[config.mk]
export PLATFORM = sky130hd
export DESIGN_NAME = jk_seq_driver_flat
export DESIGN_NICKNAME = d
export VERILOG_FILES = /design/src/rtl/jk_pkg.sv /design/src/rtl/jk_seq_driver_if.sv /design/src/rtl/jk_excite.sv /design/src/rtl/jk_seq_driver.sv /design/src/flat_wrapper.sv
export SDC_FILE = /design/constraint.sdc
export NUM_CORES = 1
export LEC_CHECK = 0
export BUFFER_PORTS_ARGS = -buffer_cell sky130_fd_sc_hd__buf_4
export CAP_MARGIN = 0
export CORE_MARGIN = 4
export CORE_UTILIZATION = 38
export CTS_BUF_LIST = sky130_fd_sc_hd__clkbuf_8
export CTS_CLUSTER_SIZE = 40
export DETAILED_ROUTE_END_ITERATION = 12
export GPL_TIMING_DRIVEN = 0
export SKIP_CTS_REPAIR_TIMING = 1
export SLEW_MARGIN = 25
export SYNTH_ARGS = -nofsm -noshare
export SYNTH_HDL_FRONTEND = slang
export SYNTH_HIERARCHICAL = 1
export SYNTH_SLANG_ARGS = --single-unit
[constraint.sdc]
create_clock -name clk -period 3.8 [get_ports clk]
set_clock_uncertainty 0.2 [all_clocks]
set_input_delay 0.76 -clock clk [delete_from_list [all_inputs] [get_ports clk]]
set_output_delay 0.76 -clock clk [all_outputs]
set_load 0.1 [all_outputs]
[src/rtl/jk_pkg.sv]
// Shared definitions for the JK sequence driver.
//   mode_e    : sequence type requested at start (up, down, Gray up, load)
//   state_e   : driver FSM state encoding
//   bin2gray / gray2bin : code conversions on a GW-bit word. Narrower values
//   are zero-extended before the call, so WIDTH may be anything up to GW.
package jk_pkg;

   localparam int GW = 32;

   typedef enum logic [1:0] {
      MODE_UP   = 2'b00,
      MODE_DOWN = 2'b01,
      MODE_GRAY = 2'b10,
      MODE_LOAD = 2'b11
   } mode_e;

   typedef enum logic [1:0] {
      ST_IDLE = 2'b00,
      ST_RUN  = 2'b01,
      ST_DONE = 2'b10
   } state_e;

   function automatic logic [GW-1:0] bin2gray(input logic [GW-1:0] b);
      return b ^ (b >> 1);
   endfunction

   function automatic logic [GW-1:0] gray2bin(input logic [GW-1:0] g);
      logic [GW-1:0] b;
      b[GW-1] = g[GW-1];
      for (int i = GW-2; i >= 0; i--) begin
         b[i] = b[i+1] ^ g[i];
      end
      return b;
   endfunction

endpackage

[src/rtl/jk_seq_driver_if.sv]
// Control/bank-side bundle of the JK sequence driver.
//   master : control logic and JK bank (drives start/mode/len/load_val/q_fb)
//   slave  : jk_seq_driver (drives j/k excitation and status)
interface jk_seq_driver_if
   import jk_pkg::*;
#(
   parameter int WIDTH = 4,
   parameter int LEN_W = 8
) ();
   logic             start;
   mode_e            mode;
   logic [LEN_W-1:0] len;
   logic [WIDTH-1:0] load_val;
   logic [WIDTH-1:0] q_fb;
   logic [WIDTH-1:0] j;
   logic [WIDTH-1:0] k;
   logic             busy;
   logic             done;
   logic             mismatch;
   logic [LEN_W-1:0] step_cnt;

   modport master (
      output start, mode, len, load_val, q_fb,
      input  j, k, busy, done, mismatch, step_cnt
   );

   modport slave (
      input  start, mode, len, load_val, q_fb,
      output j, k, busy, done, mismatch, step_cnt
   );
endinterface

[src/rtl/jk_excite.sv]
// Per-bit JK excitation: given present state q and desired next state n,
// produce j/k so a JK flip-flop lands on n at the next edge.
// Build option JK_TOGGLE_EN: changing bits get j=k=1 (toggle) instead of the
// default set/reset form (j=~q&n, k=q&~n). Both give the same landed state.
//   q, n : WIDTH-bit present/next state inputs
//   j, k : WIDTH-bit excitation outputs
module jk_excite #(
   parameter int WIDTH = 4
) (
   input  logic [WIDTH-1:0] q,
   input  logic [WIDTH-1:0] n,
   output logic [WIDTH-1:0] j,
   output logic [WIDTH-1:0] k
);
`ifdef JK_TOGGLE_EN
   assign j = q ^ n;
   assign k = q ^ n;
`else
   assign j = ~q & n;
   assign k = q & ~n;
`endif
endmodule

[src/rtl/jk_seq_driver.sv]
// Drives an external bank of WIDTH JK flip-flops through an up / down /
// Gray-up count or a one-shot load, reads the bank back and flags divergence.
// Build option JK_TOGGLE_EN selects toggle excitation (see jk_excite).
//   clk, rst_n : clock shared with the bank, async active-low reset
//   bus        : jk_seq_driver_if.slave (start/mode/len/load_val/q_fb in,
//                j/k/busy/done/mismatch/step_cnt out)
//
// state   | meaning
// IDLE    | bank held (j=k=0), waiting for start
// RUN     | one bank edge driven per cycle toward the next sequence value
// DONE    | bank held, last landed state checked, done pulsed
module jk_seq_driver
   import jk_pkg::*;
#(
   parameter int WIDTH = 4,   // 2..GW
   parameter int LEN_W = 8
) (
   input logic             clk,
   input logic             rst_n,
   jk_seq_driver_if.slave  bus
);
   state_e           state_q;
   mode_e            mode_q;
   logic [LEN_W-1:0] len_q;
   logic [WIDTH-1:0] load_val_q;
   logic [WIDTH-1:0] exp_q;
   logic             chk_q;
   logic             busy_q;
   logic             done_q;
   logic             mismatch_q;
   logic [LEN_W-1:0] step_cnt_q;
   logic [LEN_W-1:0] step_cnt_d;

   logic [WIDTH-1:0] gray_bin;
   logic [WIDTH-1:0] nxt;
   logic [WIDTH-1:0] n_drive;
   logic [WIDTH-1:0] j_w;
   logic [WIDTH-1:0] k_w;

   // Truncate to WIDTH before re-encoding so the Gray count wraps cleanly.
   assign gray_bin   = WIDTH'(gray2bin(GW'(bus.q_fb))) + WIDTH'(1);
   assign step_cnt_d = step_cnt_q + LEN_W'(1);

   always_comb begin
      nxt = bus.q_fb;
      case (mode_q)
         MODE_UP:   nxt = bus.q_fb + WIDTH'(1);
         MODE_DOWN: nxt = bus.q_fb - WIDTH'(1);
         MODE_GRAY: nxt = WIDTH'(bin2gray(GW'(gray_bin)));
         MODE_LOAD: nxt = load_val_q;
         default:   nxt = bus.q_fb;
      endcase
   end

   // Asking for "next = present" outside RUN yields j=k=0 in either encoding.
   assign n_drive = (state_q == ST_RUN) ? nxt : bus.q_fb;

   jk_excite #(.WIDTH(WIDTH)) u_excite (
      .q (bus.q_fb),
      .n (n_drive),
      .j (j_w),
      .k (k_w)
   );

   assign bus.j        = j_w;
   assign bus.k        = k_w;
   assign bus.busy     = busy_q;
   assign bus.done     = done_q;
   assign bus.mismatch = mismatch_q;
   assign bus.step_cnt = step_cnt_q;

   always_ff @(posedge clk or negedge rst_n) begin
      if (!rst_n) begin
         state_q    <= ST_IDLE;
         mode_q     <= MODE_UP;
         len_q      <= '0;
         load_val_q <= '0;
         exp_q      <= '0;
         chk_q      <= 1'b0;
         busy_q     <= 1'b0;
         done_q     <= 1'b0;
         mismatch_q <= 1'b0;
         step_cnt_q <= '0;
      end else begin
         // Check the state landed by the previous edge; start clears below.
         if (chk_q && (bus.q_fb != exp_q)) mismatch_q <= 1'b1;

         case (state_q)
            ST_IDLE: begin
               chk_q  <= 1'b0;
               done_q <= 1'b0;
               if (bus.start) begin
                  mode_q     <= bus.mode;
                  len_q      <= bus.len;
                  load_val_q <= bus.load_val;
                  step_cnt_q <= '0;
                  mismatch_q <= 1'b0;
                  if ((bus.mode == MODE_LOAD) || (bus.len != '0)) begin
                     state_q <= ST_RUN;
                     busy_q  <= 1'b1;
                  end else begin
                     state_q <= ST_DONE;
                     done_q  <= 1'b1;
                  end
               end
            end
            ST_RUN: begin
               exp_q      <= nxt;
               chk_q      <= 1'b1;
               step_cnt_q <= step_cnt_d;
               if ((mode_q == MODE_LOAD) || (step_cnt_d == len_q)) begin
                  state_q <= ST_DONE;
                  busy_q  <= 1'b0;
                  done_q  <= 1'b1;
               end
            end
            ST_DONE: begin
               chk_q   <= 1'b0;
               done_q  <= 1'b0;
               state_q <= ST_IDLE;
            end
            default: begin
               state_q <= ST_IDLE;
               busy_q  <= 1'b0;
               done_q  <= 1'b0;
               chk_q   <= 1'b0;
            end
         endcase
      end
   end
endmodule

[src/flat_wrapper.sv]
// flat-port wrapper written by rule: the top's interface ports become plain ports
module jk_seq_driver_flat import jk_pkg::*;
#(
   parameter int WIDTH = 4,           
   parameter int LEN_W = 8
)
  (clk, rst_n, bus_start, bus_mode, bus_len, bus_load_val, bus_q_fb, bus_j, bus_k, bus_busy, bus_done, bus_mismatch, bus_step_cnt);
  jk_seq_driver_if #(.WIDTH(WIDTH), .LEN_W(LEN_W)) bus_i ();
  input logic clk;
  input logic rst_n;
  input wire logic [$bits(bus_i.start)-1:0] bus_start;
  input wire logic [$bits(bus_i.mode)-1:0] bus_mode;
  input wire logic [$bits(bus_i.len)-1:0] bus_len;
  input wire logic [$bits(bus_i.load_val)-1:0] bus_load_val;
  input wire logic [$bits(bus_i.q_fb)-1:0] bus_q_fb;
  output wire logic [$bits(bus_i.j)-1:0] bus_j;
  output wire logic [$bits(bus_i.k)-1:0] bus_k;
  output wire logic [$bits(bus_i.busy)-1:0] bus_busy;
  output wire logic [$bits(bus_i.done)-1:0] bus_done;
  output wire logic [$bits(bus_i.mismatch)-1:0] bus_mismatch;
  output wire logic [$bits(bus_i.step_cnt)-1:0] bus_step_cnt;
  assign bus_i.start = bus_start;
  assign bus_i.mode = bus_mode;
  assign bus_i.len = bus_len;
  assign bus_i.load_val = bus_load_val;
  assign bus_i.q_fb = bus_q_fb;
  assign bus_j = bus_i.j;
  assign bus_k = bus_i.k;
  assign bus_busy = bus_i.busy;
  assign bus_done = bus_i.done;
  assign bus_mismatch = bus_i.mismatch;
  assign bus_step_cnt = bus_i.step_cnt;
  jk_seq_driver #(.WIDTH(WIDTH), .LEN_W(LEN_W)) u_core (.clk(clk), .rst_n(rst_n), .bus(bus_i));
endmodule
==> reports/results.txt, run 1 <==
status -> completed
leading cell types in the layout, fill and taps excluded -> 37 x buf_4, 32 x dfrtp_1, 17 x nand2_1, 16 x nor2_1
largest net degree at the start of global routing -> 33
critical path cell sequence -> buf_8, buf_8, xnor2_4, inv_2, ha_4, xnor2_4, nand2_1, xor3_1, o21a_1, a311oi_2, and2b_4, buf_12
synth unique cells -> 44
biggest cell delay along the critical path -> 290 ps
vias in the first global route -> 1539
internal reg-to-reg setup slack -> 1030 ps
last weighted congestion value of the routability-driven placer -> 0.829
Total Power -> 0.00230 W
Required @ worst endpoint -> 2840 ps
TritonCTS clock tree -> done
cell type with the largest total area after synthesis -> dfrtp_1
layout cell share with drive strength beyond 1 -> 0.339
worst endpoint data arrival time -> 2760 ps
Post-Synthesis Cell Area -> 0.00198 mm²
DRT Pass-1 Iters -> 4
hold crit path type -> input pin to async pin
slew at the pin closest to its max-slew limit -> 704 ps
num rows -> 26
DP HPWL -> 3460 µm
RSZ-0062 raised after global routing -> true
Horiz. Die Dim -> 80.3 µm
most common library cell in the layout ignoring fill and taps -> buf_4
Total GRT Usage -> 0.154
Place WS -> -357 ps
worst relative slew slack -> 0.531
Leak Pwr -> 1.17 nW
total power per unit cell area -> 873 mW/mm²
endpoint type of the worst setup path -> primary output
wire length of the first global-routing pass -> 7510 µm
area delta synth->final -> 32.7%
mean area per synthesized cell -> 9.63 µm²
Yosys Warn Count -> 6
antenna fix cells -> 0
number of filler cells placed in the layout -> 494
Synth Net Count -> 232
area used by multi-input combinational logic -> 0.00119 mm²
post-synthesis async set-or-reset flop share -> 1.00
deepest clock path buffer count -> 2
overall die area -> 0.00644 mm²
clock latency of the later-clocked register in the worst-skew pair -> 280 ps
TritonCTS sink count -> 32
fraction of the mapped netlist area in compound gates -> 0.166
1st-iter DRT viols -> 69
detailed-route wire length per cell -> 14.0 µm
proportion of netlist area held by the largest area contributor -> 0.404
count of endpoints failing setup in the final report -> 0
fraction of the yosys area taken by sequential cells -> 0.404
Peak Freq -> 0.269 GHz
clk root buf -> clkbuf_8
synthesized instance count -> 206
final total negative setup slack -> 0 ps
Hold Fails Final Rpt -> 0
number of antenna violations at the first check in global routing -> 0
final core utilization -> 0.519
critical path type -> input pin to primary output
Starting Density -> 0.391
kind of cell with the highest combined delay on the critical path -> compound AO/OA/AOI/OAI gates
crit-path max FO -> 3
remaining antenna violation count -> 0
share of the clock period used by the worst path after layout -> 0.979
adder and majority cell fraction of the synthesized area -> 0.0353
grt ovf -> 0
mux share of post-synthesis cell area -> 0.0895
Crit Reg-Reg Startpoint -> u_core/bus.step_cnt[0]
final routed wirelength across all metal layers -> 4550 µm
largest cells by area after synthesis -> dfrtp_1 40%, mux2_2 7.9%, xnor2_1 6.2%
DR vias/cell -> 5.05
CTS buffer count -> 5
share of synthesized cell area in and, or, nand and nor gates -> 0.192
register area -> 801 µm²
area of the placeable core -> 0.00507 mm²
sum of buffers and inverters on the critical path -> 4
Post-Synth XOR/XNOR Area -> 0.0826
destination of the worst register-to-register timing path -> u_core/state_q[0]
number of I/O pins -> 40
post-synthesis register bit count -> 32
Period minus WS final -> 3720 ps
dominant combinational cell family by area after synthesis -> simple AND/OR/NAND/NOR gates
max-cap check violation count -> 0
deepest level of the CTS H-tree -> 2
max-slew violation count -> 0
ys flop type -> dfrtp_1
worst-case reg-to-reg path depth -> 7
vias after detailed routing -> 1636
Post-route DRC -> 0
Max stage delay cell, worst path -> a311oi_2
final setup slack of the worst path -> 79.2 ps
Critical Path Source Type -> input pin
die outline height -> 80.3 µm
worst ir drop on vdd -> 290 µV
input/output buffers -> 39
number of nets in the layout -> 279
register clock-pin slew on the reported worst setup and hold paths -> 70 ps
number of flops mapped to enable cells by yosys -> 0
[final cells by class]
type	count	area share
clock inverters	1	0.0114
plain buffers	7	0.0157
inverters	7	0.00998
flip-flops and latches	32	0.304
clock buffers	7	0.0366
multi-input cells	158	0.451
well taps	70	0.0333
repair buffers	42	0.138
[synthesized netlist by cell type (5+ instances only)]
library cell  number
clkbuf_1           5
nand2b_1           6
dfrtp_1           32
and2b_2            8
nand2_1           17
nor2_1            16
a21oi_1           11
inv_1              6
xnor2_1           14
mux2_2            14
o21ai_0           14
nand3_1            6
[power breakdown]
part	switching, W	leakage (nW)	total [W]	internal [W]
registers	0.000121	0.393	0.000605	0.000484
clock network	0.000124	0.0645	0.000355	0.000231
logic	0.000840	0.716	0.00134	0.000501
total	0.00108	1.17	0.00230	0.00122
[stage by stage]
step	cell area, µm²	cells	hold WS (ps)
detailed placement	2400	315	284
CTS	2520	323	218
global placement	2400	315	264
global route	2630	324	235
floorplan	2020	206	258
finish	2630	324	204
[state kept, by name, indices dropped and copies added (netlist names)]
register,count
u_core/bus.mismatch,1
u_core/exp_q,4
u_core/bus.step_cnt,8
u_core/load_val_q,4
u_core/state_q,2
u_core/mode_q,2
u_core/bus.busy,1
u_core/bus.done,1
u_core/chk_q,1
u_core/len_q,8
[how the worst max path moves through the flow]
stage	end	slack, ps	start	cells after the start
5_1_grt	bus_k[2]	-20	bus_q_fb[3]	12
3_3_place_gp	bus_j[2]	-340	bus_q_fb[3]	12
6_report	bus_k[2]	80	bus_q_fb[3]	12
4_1_cts	bus_j[2]	-370	bus_q_fb[3]	12
2_1_floorplan	bus_j[2]	2	bus_q_fb[3]	10
3_5_place_dp	bus_j[2]	-360	bus_q_fb[3]	12
[metal layers]
layer / global-route usage / share of wire / up-vias
li1: - / - / 824
met1: 0.224 / 0.49 / 761
met2: 0.215 / 0.44 / 43
met3: 0.0426 / 0.054 / 8
met4: 0.0557 / 0.020 / 0
met5: 0 / 0 / -
[kinds of logic after synthesis]
| kind of cell | after synthesis |
|---|---|
| AO/OA/AOI/OAI | 51 |
| adder cells (fa/ha/maj) | 5 |
| multiplexers | 16 |
| flip-flops | 32 |
| AND/OR/NAND/NOR | 69 |
| buffers and inverters | 16 |
| XOR/XNOR | 17 |
Power figures use the tool's default switching activity.
==> run 2, diff against run 1 <==
--- a/config.mk
+++ b/config.mk
@@ -5,6 +5,7 @@
 export SDC_FILE = /design/constraint.sdc
 export NUM_CORES = 1
 export LEC_CHECK = 0
+export ABC_CLOCK_PERIOD_IN_PS = 3800
 export BUFFER_PORTS_ARGS = -buffer_cell sky130_fd_sc_hd__buf_4
 export CAP_MARGIN = 0
 export CORE_MARGIN = 4
@@ -17,5 +18,4 @@
 export SLEW_MARGIN = 25
 export SYNTH_ARGS = -nofsm -noshare
 export SYNTH_HDL_FRONTEND = slang
-export SYNTH_HIERARCHICAL = 1
 export SYNTH_SLANG_ARGS = --single-unit
==> run 2 against run 1 <==
Routed wire length grew 1.7%. Utilization shrank 2.7 points. Count of clock-buffer cells in the layout is 1 lower. Area after synthesis up 1.9%. Die area up 1.7%. Synthesized cell count increased by 3.4%. Maximum frequency is 0.68% higher. Final cell count rose by 1.2%. Register-to-register slack improved by 440 ps. Highest routed layer unchanged.
==> reports/results.txt, run 2 <==
status -> completed
leading cell types in the layout, fill and taps excluded -> 38 x buf_4, 32 x dfrtp_1, 20 x nand2_1, 18 x o21ai_0, 15 x nor2_1
Period minus WS final -> 3700 ps
TritonCTS clock tree -> done
wire length of the first global-routing pass -> 8070 µm
Critical Path Source Type -> input pin
max-slew violation count -> 0
synth unique cells -> 44
last weighted congestion value of the routability-driven placer -> 0.793
grt ovf -> 0
RSZ-0062 raised after global routing -> false
num rows -> 26
ys flop type -> dfrtp_1
post-synthesis register bit count -> 32
register clock-pin slew on the reported worst setup and hold paths -> 70 ps
final core utilization -> 0.492
die outline height -> 80.9 µm
area of the placeable core -> 0.00514 mm²
proportion of netlist area held by the largest area contributor -> 0.396
DP HPWL -> 3410 µm
final routed wirelength across all metal layers -> 4630 µm
Required @ worst endpoint -> 2840 ps
most common library cell in the layout ignoring fill and taps -> buf_4
clk root buf -> clkbuf_8
mean area per synthesized cell -> 9.49 µm²
Post-route DRC -> 0
cell type with the largest total area after synthesis -> dfrtp_1
max-cap check violation count -> 0
Peak Freq -> 0.271 GHz
number of nets in the layout -> 283
overall die area -> 0.00655 mm²
Hold Fails Final Rpt -> 0
vias in the first global route -> 1711
Post-Synthesis Cell Area -> 0.00202 mm²
largest net degree at the start of global routing -> 33
Horiz. Die Dim -> 80.9 µm
detailed-route wire length per cell -> 14.1 µm
clock latency of the later-clocked register in the worst-skew pair -> 270 ps
number of flops mapped to enable cells by yosys -> 0
number of I/O pins -> 40
CTS buffer count -> 5
antenna fix cells -> 0
deepest clock path buffer count -> 2
input/output buffers -> 37
crit-path max FO -> 9
fraction of the yosys area taken by sequential cells -> 0.396
slew at the pin closest to its max-slew limit -> 728 ps
deepest level of the CTS H-tree -> 2
DRT Pass-1 Iters -> 4
most numerous cell in the Yosys netlist -> dfrtp_1
count of endpoints failing setup in the final report -> 0
DR vias/cell -> 5.17
area delta synth->final -> 25.1%
synthesized instance count -> 213
layout cell share with drive strength beyond 1 -> 0.298
Starting Density -> 0.393
worst endpoint data arrival time -> 2740 ps
1st-iter DRT viols -> 73
top cell types by occurrence after synthesis -> 32 x dfrtp_1, 20 x nand2_1, 18 x o21ai_0, 15 x nor2_1
endpoint type of the worst setup path -> primary output
largest cells by area after synthesis -> dfrtp_1 40%, mux2_2 6.7%, xnor2_1 5.2%
Yosys Warn Count -> 0
critical path type -> input pin to primary output
Total GRT Usage -> 0.159
vias after detailed routing -> 1697
remaining antenna violation count -> 0
number of antenna violations at the first check in global routing -> 0
worst relative slew slack -> 0.514
Synth Net Count -> 239
post-synthesis async set-or-reset flop share -> 1.00
hold crit path type -> input pin to async pin
share of the clock period used by the worst path after layout -> 0.973
TritonCTS sink count -> 32
run 2: changes by cell type after synthesis, sizes merged, moves of 4 or more:
cell | before | now
and2b | 8 | 0
xor2 | 2 | 7
buf | 4 | 8
nand4 | 1 | 5
nor3 | 3 | 7
o21a | 4 | 0
o21ai | 14 | 18
run 2: final cells by class:
cell class	instances	area (µm²)
multi-input cells	163	1180
well taps	70	87.6
repair buffers	37	278
inverters	7	26.3
clock inverters	2	7.51
clock buffers	6	82.6
fillers	537	2610
plain buffers	11	68.8
flip-flops and latches	32	801
run 2: path summary, 6_finish.rpt:
check / startpoint / endpoint / slack, ps / cells past startpoint
setup / recovery: bus_q_fb[3] / bus_k[2] / 100 / 8
hold / removal: rst_n / u_core.bus.step_cnt[6] / 220 / 1
setup reg to reg: u_core.mode_q[1] / u_core.exp_q[3] / 1470 / 10
hold reg to reg: u_core.load_val_q[1] / u_core.load_val_q[1] / 300 / 1
max in group asynchronous: rst_n / u_core.load_val_q[2] / 2880 / 1
min in group clk: u_core.load_val_q[1] / u_core.load_val_q[1] / 300 / 1
run 2: critical path: stages:
cell and delay [ps]:
buf_4 160, xor2_1 180, ha_1 350, xnor2_1 180
a221o_1 320, a31oi_2 290, and3_2 220, buf_4 280
run 2: cells by family after synthesis:
group,count (synthesis),share of synthesized area
AOI/OAI and AO/OA,46,0.147
adders and majority gates,5,0.0347
DFF,32,0.396
xor gates and xnor gates,19,0.0823
and+or+nand+nor,77,0.207
buffers and inverters,18,0.0464
muxes,16,0.0866
run 2: metal layers:
layer | track usage | up-vias | routed length [µm] | part of all wire
li1 | - | 850 | - | -
met1 | 0.225 | 814 | 2170 | 0.47
met2 | 0.242 | 31 | 2240 | 0.48
met3 | 0.0421 | 2 | 196 | 0.042
met4 | 0.0338 | 0 | 23 | 0.0050
met5 | 0 | - | 0 | 0
run 2: per-stage QoR:
stage                     TNS, ps  hold WS [ps]  worst slack, ps  area, µm²  std cells
after floorplan             -60.7           258            -41.6       2060        213
final                           0           215              104       2530        328
after global routing            0           244             8.03       2530        328
after CTS                   -88.1           227            -88.1       2520        328
after global placement          0           265             29.2       2430        320
after detailed placement        0           281             16.0       2430        320
Power of run 2 is left out: the tool's default activity adds up to more than one toggle a clock period on the data nets, which glitch-free logic cannot reach.
==> run 3, diff against run 2 <==
--- a/config.mk
+++ b/config.mk
@@ -5,6 +5,7 @@
 export SDC_FILE = /design/constraint.sdc
 export NUM_CORES = 1
 export LEC_CHECK = 0
+export ABC_AREA = 1
 export ABC_CLOCK_PERIOD_IN_PS = 3800
 export BUFFER_PORTS_ARGS = -buffer_cell sky130_fd_sc_hd__buf_4
 export CAP_MARGIN = 0
==> run 3 against run 2 <==
Maximum frequency rose by 4.9%. Via count rose by 2.8%. Critical endpoint is now bus_j[2]. Final cell count rose by 12%. Utilization rose by 0.88 points. Critical path depth increased by 3.
==> reports/results.txt, run 3 <==
status -> completed
antenna fix cells -> 0
post-synthesis register bit count -> 32
share of the clock period used by the worst path after layout -> 0.927
internal reg-to-reg setup slack -> 1720 ps
die outline height -> 79.2 µm
number of nets in the layout -> 325
Horiz. Die Dim -> 79.2 µm
worst-case reg-to-reg path depth -> 11
final cell area excluding filler cells -> 0.00241 mm²
routed wl met3 -> 214 µm
RSZ-0062 raised after global routing -> false
post-synthesis async set-or-reset flop share -> 1.00
proportion of netlist area held by the largest area contributor -> 0.416
clock latency of the later-clocked register in the worst-skew pair -> 280 ps
worst ir drop on vdd -> 125 µV
hold crit path type -> input pin to async pin
input/output buffers -> 37
sum of routed wire segments on met1 -> 2170 µm
destination of the worst register-to-register timing path -> u_core.exp_q[3]
number of I/O pins -> 40
clk root buf -> clkbuf_8
critical path type -> input pin to primary output
last weighted congestion value of the routability-driven placer -> 0.826
wire length of the first global-routing pass -> 7580 µm
slew at the pin closest to its max-slew limit -> 525 ps
register clock-pin slew on the reported worst setup and hold paths -> 60 ps
mean area per synthesized cell -> 7.56 µm²
Hold Fails Final Rpt -> 0
ys flop type -> dfrtp_1
crit-path max FO -> 5
number of filler cells placed in the layout -> 526
Required @ worst endpoint -> 2840 ps
cell area after placement -> 0.00232 mm²
Total GRT Usage -> 0.157
vias after detailed routing -> 1744
max-slew violation count -> 0
grt ovf -> 0
top cell types by occurrence after synthesis -> 94 x nand2_1, 32 x dfrtp_1, 23 x inv_1, 17 x nand3_1, 16 x nor2_1
TritonCTS sink count -> 32
Period minus WS final -> 3520 ps
1st-iter DRT viols -> 117
Critical Path Source Type -> input pin
Synth Net Count -> 281
most numerous cell in the Yosys netlist -> nand2_1
DRT Pass-1 Iters -> 4
layout cell share with drive strength beyond 1 -> 0.234
total power per unit cell area -> 327 mW/mm²
deepest level of the CTS H-tree -> 2
Place WS -> 264 ps
synthesized instance count -> 255
met2 WL post-DR -> 2000 µm
number of flops mapped to enable cells by yosys -> 0
remaining antenna violation count -> 0
largest cells by area after synthesis -> dfrtp_1 42%, nand2_1 18%, inv_1 4.5%
final setup slack of the worst path -> 276 ps
Yosys Warn Count -> 0
num rows -> 25
worst endpoint data arrival time -> 2560 ps
number of antenna violations at the first check in global routing -> 0
Leak Pwr -> 1.25 nW
max-cap check violation count -> 0
endpoint type of the worst setup path -> primary output
largest net degree at the start of global routing -> 33
DR vias/cell -> 4.77
Peak Freq -> 0.284 GHz
area delta synth->final -> 25.2%
count of endpoints failing setup in the final report -> 0
detailed-route wire length per cell -> 12.2 µm
cell type with the largest total area after synthesis -> dfrtp_1
DP HPWL -> 3410 µm
uppermost signal routing layer after detailed routing -> met4
area of the placeable core -> 0.00482 mm²
TritonCTS clock tree -> done
Starting Density -> 0.400
Post-Synthesis Cell Area -> 0.00193 mm²
overall die area -> 0.00627 mm²
Post-route DRC -> 0
final routed wirelength across all metal layers -> 4460 µm
leading cell types in the layout, fill and taps excluded -> 94 x nand2_1, 39 x buf_4, 32 x dfrtp_1, 23 x inv_1, 17 x nand3_1
most common library cell in the layout ignoring fill and taps -> nand2_1
CTS buffer count -> 5
worst relative slew slack -> 0.650
Crit Reg-Reg Startpoint -> u_core.mode_q[1]
deepest clock path buffer count -> 2
vias in the first global route -> 1624
fraction of the yosys area taken by sequential cells -> 0.416
synth unique cells -> 31
-- run 3: changes by cell type after synthesis, moves of 6 or more --
cell	delta
mux2_2	-12
o21ai_0	-6
inv_1	+16
a21oi_1	-6
nand2_1	+74
nand3_1	+11
-- run 3: worst max path at each step --
stage                start        to  cells after the start
2_1_floorplan  bus_q_fb[3]  bus_k[3]                      9
3_3_place_gp   bus_q_fb[3]  bus_j[2]                     11
3_5_place_dp   bus_q_fb[3]  bus_j[2]                     11
4_1_cts        bus_q_fb[3]  bus_j[2]                     11
5_1_grt        bus_q_fb[3]  bus_j[2]                     11
6_report       bus_q_fb[3]  bus_j[2]                     11
-- run 3: cells by family after synthesis --
logic type / share of synthesized area
compound gates: 0.0786
xor+xnor: 0.0545
fa+ha+maj: 0.0364
buf+inv: 0.0630
flops: 0.416
simple gates: 0.352
-- run 3: final cells by class --
class / count / area (µm²) / area share
Multi-Input combinational cell: 193 / 1030 / 0.428
Tap cell: 67 / 83.8 / 0.0348
Clock buffer: 7 / 96.3 / 0.0399
Inverter: 23 / 86.3 / 0.0358
Timing Repair Buffer: 37 / 278 / 0.115
Sequential cell: 32 / 801 / 0.332
Buffer: 7 / 35.0 / 0.0145
-- run 3: worst max-delay path: stages --
cell      delay (ps)
buf_4            140
xor2_1           170
ha_1             300
xnor2_1          140
nand2_1           80
xor2_1           230
nor2_1            80
o21bai_2         190
nand2_1          100
nor2_2            80
buf_4            290
-- run 3: per-stage QoR --
| stage | std cells | hold slack [ps] | TNS [ps] | power (W) | util |
|---|---|---|---|---|---|
| after floorplan | 255 | 249 | -223 | 0.000466 | - |
| after global placement | 359 | 259 | 0 | 0.000511 | 0.481 |
| after detailed placement | 359 | 263 | 0 | 0.000513 | 0.481 |
| after CTS | 366 | 217 | 0 | 0.000801 | 0.501 |
| after global routing | 366 | 235 | 0 | 0.000830 | 0.501 |
| final | 366 | 205 | 0 | 0.000789 | 0.501 |
-- run 3: routing by layer --
metal | up-vias | GRT usage
li1 | 896 | -
met2 | 33 | 0.241
met3 | 7 | 0.0420
met5 | - | 0
met4 | 0 | 0.0567
met1 | 808 | 0.213
-- run 3: power by group --
part           leakage [nW]  switching (W)  internal (W)  total (W)
combinational         0.819       0.000108     0.0000457   0.000154
clock                0.0503       0.000123      0.000161   0.000284
sequential            0.386     0.00000430      0.000347   0.000351
total                  1.25       0.000236      0.000554   0.000789
